`config.mk`:
```
export PLATFORM = sky130hd
export DESIGN_NAME = i2c_master_write_ctrl
export DESIGN_NICKNAME = d
export VERILOG_FILES = /design/src/rtl/i2c_master_write_ctrl.sv
export SDC_FILE = /design/constraint.sdc
export NUM_CORES = 1
export LEC_CHECK = 0
export BUFFER_PORTS_ARGS = -buffer_cell sky130_fd_sc_hd__buf_2
export CAP_MARGIN = 10
export CELL_PAD_IN_SITES_DETAIL_PLACEMENT = 1
export CELL_PAD_IN_SITES_GLOBAL_PLACEMENT = 1
export CORE_AREA = 2 2 72 74
export DETAILED_ROUTE_END_ITERATION = 8
export DIE_AREA = 0 0 74 76
export PLACE_DENSITY = 0.84
export SLEW_MARGIN = 20
export SYNTH_ARGS = -nofsm -noshare
export SYNTH_HDL_FRONTEND = slang
export SYNTH_SLANG_ARGS = --single-unit
export TNS_END_PERCENT = 5
```
`constraint.sdc`:
```
create_clock -name clk -period 3 [get_ports clk]
set_clock_uncertainty 0.05 [all_clocks]
set_input_delay 0.6 -clock clk [delete_from_list [all_inputs] [get_ports clk]]
set_output_delay 0.6 -clock clk [all_outputs]
set_load 0.03 [all_outputs]
```
`src/rtl/i2c_master_write_ctrl.sv`:
```
// i2c_master_write_ctrl
//   I2C master for multi-byte writes to a 7-bit-addressed device. It sends
//   START, the address with W=0, a stream of data bytes and then STOP. It
//   samples the slave ACK after every byte. The SCL period is 4*CLK_DIV clk.
// Ports
//   clk, reset          system clock; asynchronous active-low reset
//   start, dev_addr     transfer request (taken only when idle) and address
//   tx_data/last/valid  byte stream in; tx_ready is high only while waiting
//                       for the next byte
//   sda_in              synchronised SDA pad level
//   sda_oe, scl_oe      open-drain pulls (1 = drive low)
//   busy, done, nack    busy from accept to STOP end; done pulses once at
//                       STOP end; nack is sticky until the next accepted start
module i2c_master_write_ctrl #(
  parameter int CLK_DIV      = 250,
  parameter bit STOP_ON_NACK = 1'b1
) (
  input  logic       clk,
  input  logic       reset,
  input  logic       start,
  input  logic [6:0] dev_addr,
  input  logic [7:0] tx_data,
  input  logic       tx_last,
  input  logic       tx_valid,
  output logic       tx_ready,
  input  logic       sda_in,
  output logic       sda_oe,
  output logic       scl_oe,
  output logic       busy,
  output logic       done,
  output logic       nack
);

  localparam int QW = (CLK_DIV > 1) ? $clog2(CLK_DIV) : 1;
  localparam logic [QW-1:0] QLAST = QW'(CLK_DIV - 1);

  typedef enum logic [2:0] {
    IDLE, START, ADDR, ADDR_ACK, LOAD, DATA, DATA_ACK, STOP
  } state_t;

  state_t        state, state_n;
  logic [QW-1:0] qc, qc_n;        // clk count within a quarter
  logic [1:0]    q, q_n;          // quarter index within a bit
  logic [2:0]    bc, bc_n;        // bit index, 7 down to 0
  logic [7:0]    sh, sh_n;        // byte being shifted out
  logic          last, last_n;
  logic          slot_nack, slot_nack_n;  // ACK-slot result of the current byte
  logic          sda_d, scl_d;

  logic q_end, bit_end, sample, accept, ack_state;
  assign q_end     = (qc == QLAST);
  assign bit_end   = q_end && (q == 2'd3);
  assign sample    = q_end && (q == 2'd2);
  assign ack_state = (state == ADDR_ACK) || (state == DATA_ACK);
  // Blocking on done keeps a start in the completion cycle from being taken.
  assign accept    = (state == IDLE) && start && !busy && !done;
  assign tx_ready  = (state == LOAD);

  // State register and registered pin drivers
  always_ff @(posedge clk or negedge reset) begin
    if (!reset) begin
      state     <= IDLE;
      qc        <= '0;
      q         <= '0;
      bc        <= '0;
      sh        <= '0;
      last      <= 1'b0;
      slot_nack <= 1'b0;
      sda_oe    <= 1'b0;
      scl_oe    <= 1'b0;
      busy      <= 1'b0;
      done      <= 1'b0;
      nack      <= 1'b0;
    end else begin
      state     <= state_n;
      qc        <= qc_n;
      q         <= q_n;
      bc        <= bc_n;
      sh        <= sh_n;
      last      <= last_n;
      slot_nack <= slot_nack_n;
      sda_oe    <= sda_d;
      scl_oe    <= scl_d;
      busy      <= (state_n != IDLE);
      done      <= (state == STOP) && bit_end;
      if (accept)
        nack <= 1'b0;
      else if (ack_state && sample && sda_in)
        nack <= 1'b1;
    end
  end

  // Next-state logic. The bit timer is frozen in IDLE and LOAD, so every
  // other state is entered with the timer at Q0, count 0.
  always_comb begin
    state_n     = state;
    qc_n        = qc;
    q_n         = q;
    bc_n        = bc;
    sh_n        = sh;
    last_n      = last;
    slot_nack_n = slot_nack;
    if (state != IDLE && state != LOAD) begin
      qc_n = q_end ? '0 : qc + 1'b1;
      if (q_end) q_n = q + 2'd1;
    end
    case (state)
      IDLE: if (accept) begin
        state_n = START;
        sh_n    = {dev_addr, 1'b0};
        qc_n    = '0;
        q_n     = '0;
        bc_n    = 3'd7;
      end
      START: if (bit_end) begin
        state_n = ADDR;
        bc_n    = 3'd7;
      end
      ADDR, DATA: if (bit_end) begin
        if (bc == 3'd0) state_n = (state == ADDR) ? ADDR_ACK : DATA_ACK;
        else            bc_n = bc - 3'd1;
      end
      ADDR_ACK, DATA_ACK: begin
        if (sample) slot_nack_n = sda_in;
        if (bit_end) begin
          if (slot_nack && STOP_ON_NACK)             state_n = STOP;
          else if (state == DATA_ACK && last)        state_n = STOP;
          else                                       state_n = LOAD;
        end
      end
      LOAD: if (tx_valid) begin
        state_n = DATA;
        sh_n    = tx_data;
        last_n  = tx_last;
        bc_n    = 3'd7;
      end
      STOP: if (bit_end) state_n = IDLE;
      default: state_n = IDLE;
    endcase
  end

  // Pin levels for the cycle being entered. They are derived from the next
  // state, so the registered pins change exactly on quarter boundaries.
  always_comb begin
    sda_d = 1'b0;
    scl_d = 1'b0;
    case (state_n)
      START:              sda_d = q_n[1];
      ADDR, DATA: begin
        scl_d = ~q_n[1];
        sda_d = ~sh_n[bc_n];
      end
      ADDR_ACK, DATA_ACK: scl_d = ~q_n[1];
      LOAD: begin
        scl_d = 1'b1;
        sda_d = sda_oe;
      end
      STOP: begin
        scl_d = ~q_n[1];
        sda_d = (q_n != 2'd3);
      end
      default: ;
    endcase
  end

endmodule

```
# Yosys cells after proc, flatten, opt, wreduce, memory -nomap -nowiden
# Cells that the tools add are included.
classes:
  order_cmp: 1
  reduce_logical: 24
  addsub: 3
  bitwise: 2
  eq_ne: 19
  muxes: 34
ops:
  columns: ["operator", "count"]
  rows:
  - ["$mux 8", 6]
  - ["$mux 3", 13]
  - ["$eq 3x3->1 const B", 8]
  - ["$pmux 3 s6", 1]
  - ["$pmux 8 s2", 1]
  - ["$eq 3x2->1 const B", 4]
  - ["$mux 2", 6]
  - ["$pmux 3 s4", 1]
  - ["$logic_and 1x1->1", 10]
  - ["$add 8x1->8 const B", 1]
  - ["$eq 8x8->1 const B", 1]
  - ["$eq 3x1->1 const B", 2]
  - ["$logic_not 3->1", 2]
  - ["$reduce_bool 3->1", 2]
  - ["$reduce_or 2->1", 3]
  - ["$reduce_or 5->1", 1]
  - ["$eq 2x2->1 const B", 2]
  - ["$lt 3x4->1 const B", 1]
  - ["$pmux 1 s4", 1]
  - ["$reduce_and 2->1", 2]
  - ["$bmux 1 s3", 1]
  - ["$mux 1", 3]
  - ["$ne 3x3->1 const B", 1]
  - ["$sub 3x1->3 const B", 1]
  - ["other kinds (7)", 9]
totals:
  input_bits: 21
  ff_bits: 31
  out_inout_bits: 6
  elab_cells: 95

# Depth between registers and ports, before layout
# Gate-level depths: netlist of the first run.
depth:
  depth_word: 10
  ltp_mapped: 10

# Worst setup path after synthesis of the first run
# Ideal clock, no wire load.
synth_path:
  path_type: "input to register"
  startpoint: "input start"
  endpoint: "register sda_oe"
  setup_time_ns: 0.064
  slack_ns: 0.672
  cell_stages: 8
  n_path_buf: 0
  arrival_ns: 2.214
  cell_sequence: "or3b_2 o21ai_2 a31oi_2 nand3_4 mux2_1 o22a_1 a31oi_1 or3_1"
synth_between:
  elab_chain_cells: 9
synth_lines:
  columns: ["item", "line_no", "text"]
  rows:
  - ["start, declared", "20", "input logic start,"]
  - ["$logic_and 1x1->1 (3 in series)", "56", "assign accept = (state == IDLE) && start && !busy && !done;"]
  - ["$mux 3", "108", "IDLE: if (accept) begin"]
  - ["$pmux 3 s4", "107", "case (state)"]
  - ["named net bc_n[1]", "44", "logic [2:0] bc, bc_n;"]
  - ["$bmux 1 s3", "151", "sda_d = ~sh_n[bc_n];"]
  - ["$mux 1 (implied by the code)", "151", null]
  - ["$not 1->1", "151", null]
  - ["$pmux 1 s4", "147", "case (state_n)"]
  - ["end signal, assigned", "69", "sda_oe <= 1'b0;"]
  - ["end signal, assigned", "82", "sda_oe <= sda_d;"]
  - ["end, declared", "27", "output logic sda_oe,"]
# The timed path passes the listed nets, and every way through them passes these cells. The select of a mux whose other input is x is not followed.
# A chain may end at the register's enable or synchronous reset.

# Final worst setup path of the first run
layout_path:
  startpoint: "register state[1]"
  endpoint: "register sda_oe"
layout_between:
  elab_chain_cells: 10
layout_lines:
  columns: ["item", "line_no", "text"]
  rows:
  - ["start, declared", "41", "state_t state, state_n;"]
  - ["start signal, assigned", "75", "state <= state_n;"]
  - ["$logic_not 3->1", "56, 107", null]
  - ["$logic_and 1x1->1 (3 in series)", "56", null]
  - ["$mux 8", "108", null]
  - ["$pmux 8 s2 *", "107", null]
  - ["named net sh_n[4]", "45", "logic [7:0] sh, sh_n;"]
  - ["$bmux 1 s3 *", "151", null]
  - ["$mux 1 (implied by the code) *", "151", null]
  - ["$not 1->1 *", "151", null]
  - ["$pmux 1 s4 *", "147", null]
# Mark *: on every way through the listed nets, which the timed path passes. The rest lies on a longest branch. The select of a mux whose other input is x is not followed.

==> out/results.tsv, run 1 <==
stage	metric	value	unit
critical_path	kind of critical path	flop to flop	
yosys	register area share after synthesis	0.3887	
drt	DR vias	1788	
placed_design	port buffer count	26	
grt	global-route wire length before repair	9177	µm
yosys	Post-Synthesis Cell Area	1996	µm²
power	Switching Fraction	0.3606	
die	Core Area	4912	µm²
timing	Setup violations, final	0	
power	Comb power frac	0.306	
timing	Max Freq	377.9	MHz
flow_run	max_cap viols	0	
clocking	htree depth	2	
clocking	TritonCTS Buffers	5	
grt	largest net degree at the start of global routing	32	
clocking	clk sink count	31	
drt	detailed-route wire length	5442	µm
drt	initial drt markers	164	
clocking	clk root buf	clkbuf_8	
die	Die Area	5624	µm²
clocking	clk slew on worst S/H paths	0.07	ns
final_layout	Layout Nets	280	
critical_path	Worst EP required	3.17	ns
yosys	Synth Flop Type	dfrtp_1	
timing	setup TNS	0	ns
critical_path	RR Startpoint	state[1]	
critical_path	worst-case reg-to-reg path depth	8	
drt	first-pass detailed-route iteration total	5	
timing	WHS	0.3091	ns
yosys	Synth Register Bits	31	
yosys	synth unique cells	47	
final_layout	area grow syn2layout	16.74	%
grt	GRT overflow	0	
critical_path	Crit-path slowest cell	nor2_1	
die	DIE HEIGHT	76	µm
yosys	Post-synth EDFFs	0	
power	Lkg Pwr	1.066	nW
critical_path	worst-path cell chain	nor2_1, nand3b_1, o21ai_0, a211oi_1, mux2_1, o22a_1, a31oi_1, or3_1	
final_layout	fin util	0.4743	
power	switching power	0.5341	mW
critical_path	CP Capture Type	flop	
critical_path	Setup crit start kind	flop	
drt	DRC Markers	0	
clocking	Clk Latency, worst-skew pair	0.28	ns
clocking	CTS-repair resized insts	0	
clocking	TritonCTS clock tree	yes	
timing	Worst Tran Pin Value	0.9767	ns
clocking	hold_buf cts	0	
final_layout	Diodes inserted	0	
timing	Fin. Hold Viols	0	
power	part of the power in the clock network	0.269	
timing	Tmin final	2.646	ns
timing	slew margin rel.	0.3464	
yosys	Synthesized Nets	250	
power	sequential power share	0.425	
die	Top Ports	27	
timing	setup repair after global routing missed its margin	false	
placed_design	post-DP HPWL	3992	µm
clocking	Clock Path Buffers	2	
power	PwrDens	635.8	nW/µm²
power	Worst VDD drop	0.2720	mV
critical_path	peak fanout along the critical path	12	
yosys	Post-Synthesis Cells	223	
yosys	Synth async-reset ratio	1.000	
clocking	Setup Fix Bufs, Post-CTS	0	
yosys	total number of yosys warnings	0	
worst_hold_path	worst hold path type	input port to asynchronous set/reset pin	
timing	Pins Over Slew Limit	0	
timing	fin crit share	0.8820	
drt	Avg WL per Cell	16.85	µm
yosys	Mean Syn Cell Area	8.949	µm²
grt	gr usage total	0.2112	
die	Die Width	74	µm
power	Power Internal	0.9472	mW
die	row cnt	26	
placed_design	RD Place Congestion	0.7990	
drt	vias per inst	5.536	
grt	vias in the first global route	1865	
outcome	status	finished clean	
drt	remaining antenna violation count	0	
die	Starting Density	0.4063	
critical_path	crit path from	state[1]	
final_layout	share of layout cells above drive strength 1	0.2372	
grt	initial antenna violation count	0	
critical_path	Worst Path Arrival	2.82	ns
critical_path	Max stage delay on crit path	0.79	ns
==> power groups by stage <==
stage | logic [mW] | registers, mW | clock network (mW)
floorplan | 0.308 | 0.623 | 0
global placement | 0.424 | 0.624 | 0
detailed placement | 0.447 | 0.633 | 0
CTS | 0.456 | 0.629 | 0.408
global route | 0.498 | 0.643 | 0.426
finish | 0.453 | 0.630 | 0.398
==> path summary, 6_finish.rpt <==
path                            endpoint  slack [ns]
worst min-delay path              scl_oe        0.31
worst max register to register    sda_oe        0.35
min in group clk                    nack        0.46
worst min register to register      nack        0.46
worst max-delay path              sda_oe        0.35
max in group asynchronous           last        2.12
==> sequential cells by signal, indices dropped and copies added (netlist names) <==
register   count
last           1
sda_oe         1
q              2
state          3
scl_oe         1
bc             3
nack           1
qc             8
busy           1
done           1
sh             8
slot_nack      1
==> per-layer routing <==
metal / part of all wire / routed length [µm] / up-vias / global-route usage
met3: 0.030 / 165 / 6 / 0.03836
met4: 0.013 / 73 / 0 / 0.06182
li1: - / - / 855 / -
met2: 0.51 / 2751 / 35 / 0.3455
met1: 0.45 / 2450 / 892 / 0.2815
met5: 0 / 0 / - / 0
==> placed cells by master (no fill, tap or decap), drive strengths merged, types with 2 or more instances in the layout <==
cell    netlist  routed
ha            6       6
inv          11      11
nor2b         2       2
xnor2         4       4
o22ai         2       2
clkbuf        5       6
and2          2       2
nor3          4       4
a21oi         9       9
nand4         5       5
a31oi         8       8
dfrtp        31      31
nor3b         4       4
buf           7      35
mux2i         3       3
xor2          5       5
or2           2       2
nand3         5       5
nand3b        5       5
and4          2       2
o21a          4       4
o221a         3       3
mux2          4       4
o21ai        22      22
or3           5       5
a211oi        6       6
nand2b        2       2
or3b          2       2
nand2        17      17
and3          2       2
nor2         27      27
==> final cells by class <==
class	instances	area (µm²)
inverter	11	41.29
timing repair buffer	35	197.7
multi-input combinational	169	1125
sequential	31	775.7
tap	70	87.58
clock buffer	6	72.57
fill	609	2582
clock inverter	1	30.03
==> cell usage after synthesis (3+ instances only) <==
library cell  number  area [µm²]
xnor2_1            3       26.28
mux2i_1            3       30.03
clkbuf_1           5       18.77
or3_1              5       31.28
a211oi_1           5       37.54
nand4_1            4       25.02
nand3b_1           5       37.54
dfrtp_1           31       775.7
buf_2              7       35.03
nor3b_1            4       30.03
inv_1             11       41.29
o21a_1             4       30.03
mux2_2             3       33.78
o21ai_0           21       105.1
a31oi_1            7       43.79
o221a_2            3       33.78
nand2_1           17       63.81
xor2_1             5       43.79
nor2_1            27       101.4
nand3_1            4       20.02
a21oi_1            9       45.04
ha_1               6       75.07
==> stage by stage <==
stage               instances  power (mW)  instance area (µm²)  setup WS [ns]
floorplan                 223      0.9307                 1996         0.6719
global placement          316       1.049                 2227         0.4425
detailed placement        316       1.080                 2227         0.3971
CTS                       323       1.493                 2330         0.3795
global route              323       1.567                 2330         0.2544
finish                    323       1.481                 2330         0.3541
==> worst max-delay path, delay by kind of cell, from the launching register on <==
kind | cells | cell delay [ns]
flops | 1 | 0.50
mux | 1 | 0.30
simple gates | 3 | 1.07
compound gates | 4 | 0.66
==> kinds of logic (layout without fill, tap and decap cells) <==
logic type,count (synthesis),in the layout,share of synthesized area
adder cells (fa/ha/maj),6,6,0.03762
buffers and inverters,23,53,0.04765
AO/OA/AOI/OAI,58,58,0.1893
AND/OR/NAND/NOR,89,89,0.2558
XOR/XNOR,9,9,0.04326
multiplexers,7,7,0.03762
flip-flops,31,31,0.3887
Power figures use the tool's default switching activity.
==> run 2, diff against run 1 <==
CORE_AREA = 2 2 61 86   (was 2 2 72 74)
DIE_AREA = 0 0 63 88   (was 0 0 74 76)
PLACE_DENSITY = not set   (was 0.84)
PLACE_DENSITY_LB_ADDON = 0.1   (was not set)
==> run 2 against run 1 <==
Net effect:
- worst setup slack got worse by 0.018 ns
- hold slack got worse by 0.0026 ns
- flip-flop and latch count did not move
- critical endpoint unchanged
==> out/results.tsv, run 2 (synthesis results as in run 1) <==
stage	metric	value	unit
outcome	status	finished clean	
timing	slew margin rel.	0.5313	
timing	setup repair after global routing missed its margin	false	
power	switching power	0.5190	mW
placed_design	RD Place Congestion	0.7788	
grt	global-route wire length before repair	8728	µm
drt	detailed-route wire length	5114	µm
timing	setup TNS	0	ns
drt	Avg WL per Cell	16.18	µm
critical_path	Max stage delay on crit path	0.57	ns
final_layout	share of layout cells above drive strength 1	0.2381	
drt	first-pass detailed-route iteration total	4	
die	row cnt	30	
placed_design	port buffer count	26	
die	Top Ports	27	
clocking	clk slew on worst S/H paths	0.07	ns
critical_path	peak fanout along the critical path	16	
critical_path	Setup crit start kind	flop	
grt	largest net degree at the start of global routing	32	
drt	remaining antenna violation count	0	
timing	WHS	0.3065	ns
timing	Pins Over Slew Limit	0	
power	PwrDens	641.6	nW/µm²
timing	Setup violations, final	0	
die	DIE HEIGHT	88	µm
power	Power Internal	0.9708	mW
final_layout	cell area after layout	2322	µm²
final_layout	Diodes inserted	0	
final_layout	most frequent cells in the layout	31 x dfrtp_1, 27 x nor2_1, 26 x buf_2	
final_layout	fin cells	316	
drt	vias per inst	5.519	
clocking	Setup Fix Bufs, Post-CTS	0	
die	Die Area	5544	µm²
clocking	Clock Path Buffers	2	
flow_run	max_cap viols	0	
clocking	hold_buf cts	0	
drt	DRC Markers	0	
final_layout	Layout Nets	278	
final_layout	# fillers	592	
critical_path	Crit-path slowest cell	dfrtp_1	
clocking	clk sink count	31	
power	Worst VDD drop	0.3071	mV
timing	Worst Tran Pin Value	0.7031	ns
power	total power draw	1.490	mW
clocking	TritonCTS Buffers	5	
timing	Tmin final	2.664	ns
critical_path	Worst Path Arrival	2.84	ns
placed_design	placed cell areas	2205	µm²
timing	Fin. Hold Viols	0	
final_layout	Largest regs	qc x8, sh x8	
clocking	clk root buf	clkbuf_8	
critical_path	CP dominant cell by count	o21ai_0	
power	Switching Fraction	0.3484	
power	sequential power share	0.429	
power	part of the power in the clock network	0.286	
grt	gr usage total	0.2040	
critical_path	kind of critical path	flop to flop	
grt	initial antenna violation count	0	
die	Core Area	4767	µm²
placed_design	placed cells	308	
final_layout	area grow syn2layout	16.36	%
timing	Max Freq	375.4	MHz
clocking	htree depth	2	
die	Die Width	63	µm
clocking	CTS-repair resized insts	0	
grt	GRT overflow	0	
die	Starting Density	0.4186	
power	Comb power frac	0.285	
final_layout	most common cell after layout, fill and taps aside	dfrtp_1	
power	Lkg Pwr	1.067	nW
drt	DR vias	1744	
placed_design	post-DP HPWL	3933	µm
worst_hold_path	worst hold path type	input port to asynchronous set/reset pin	
grt	vias in the first global route	1759	
timing	fin crit share	0.8878	
clocking	Clk Latency, worst-skew pair	0.29	ns
clocking	TritonCTS clock tree	yes	
critical_path	worst-path cell chain	nand4bb_1, o21ai_0, o21ai_0, o221a_2, and4_1, a2111o_1, a31oi_1, or3_1	
critical_path	Worst EP required	3.18	ns
critical_path	CP Capture Type	flop	
drt	initial drt markers	57	
==> run 2: cell count changes in the layout (fill, tap and decap cells not counted) <==
cell      change
clkbuf_1      -1
buf_4         -2
clkbuf_8      +1
clkinv_2      +1
==> run 2: layout make-up <==
cell class                      count  area, µm²  area share
Multi-Input combinational cell    169       1125      0.4844
Sequential cell                    31      775.7      0.3341
Timing Repair Buffer               33      182.7     0.07866
Clock buffer                        6      82.58     0.03556
Tap cell                           64      80.08     0.03448
Inverter                           11      41.29     0.01778
Clock inverter                      2      35.03     0.01509
==> run 2: worst paths after layout <==
kind	startpoint	to	slack, ns	cells after the start
max reg2reg	state[0]	sda_oe	0.34	8
min in group clk	nack	nack	0.46	2
max	state[0]	sda_oe	0.34	8
max in group asynchronous	reset	last	2.13	1
min reg2reg	nack	nack	0.46	2
min	reset	qc[4]	0.31	1
==> run 2: critical path: cells and delay by family, from the launching register on <==
kind	cells	cell delay (ns)
flip-flops	1	0.57
AO/OA/AOI/OAI	5	1.19
AND/OR/NAND/NOR	3	0.79
==> run 2: stage by stage <==
| step | setup WS, ns | utilization |
|---|---|---|
| 2_1_floorplan | 0.6719 | - |
| 3_3_place_gp | 0.3252 | 0.4625 |
| 3_5_place_dp | 0.1725 | 0.4625 |
| 4_1_cts | 0.3030 | 0.4871 |
| 5_1_grt | 0.1095 | 0.4871 |
| 6_report | 0.3365 | 0.4871 |
==> run 2: metal layers <==
metal  GRT usage  up-vias  part of all wire  wire [µm]
met5           0        -                 0          0
met4     0.06667        0             0.013         65
met3     0.02828        6             0.027        138
met2      0.4062       26              0.56       2867
met1      0.2191      860              0.40       2041
li1            -      852                 -          -
==> run 2: power by group through the flow <==
stage / Clock [mW] / Sequential (mW) / Combinational [mW]
4_1_cts: 0.438 / 0.641 / 0.432
5_1_grt: 0.456 / 0.655 / 0.484
2_1_floorplan: 0 / 0.623 / 0.308
3_5_place_dp: 0 / 0.647 / 0.430
6_report: 0.427 / 0.639 / 0.424
3_3_place_gp: 0 / 0.645 / 0.423
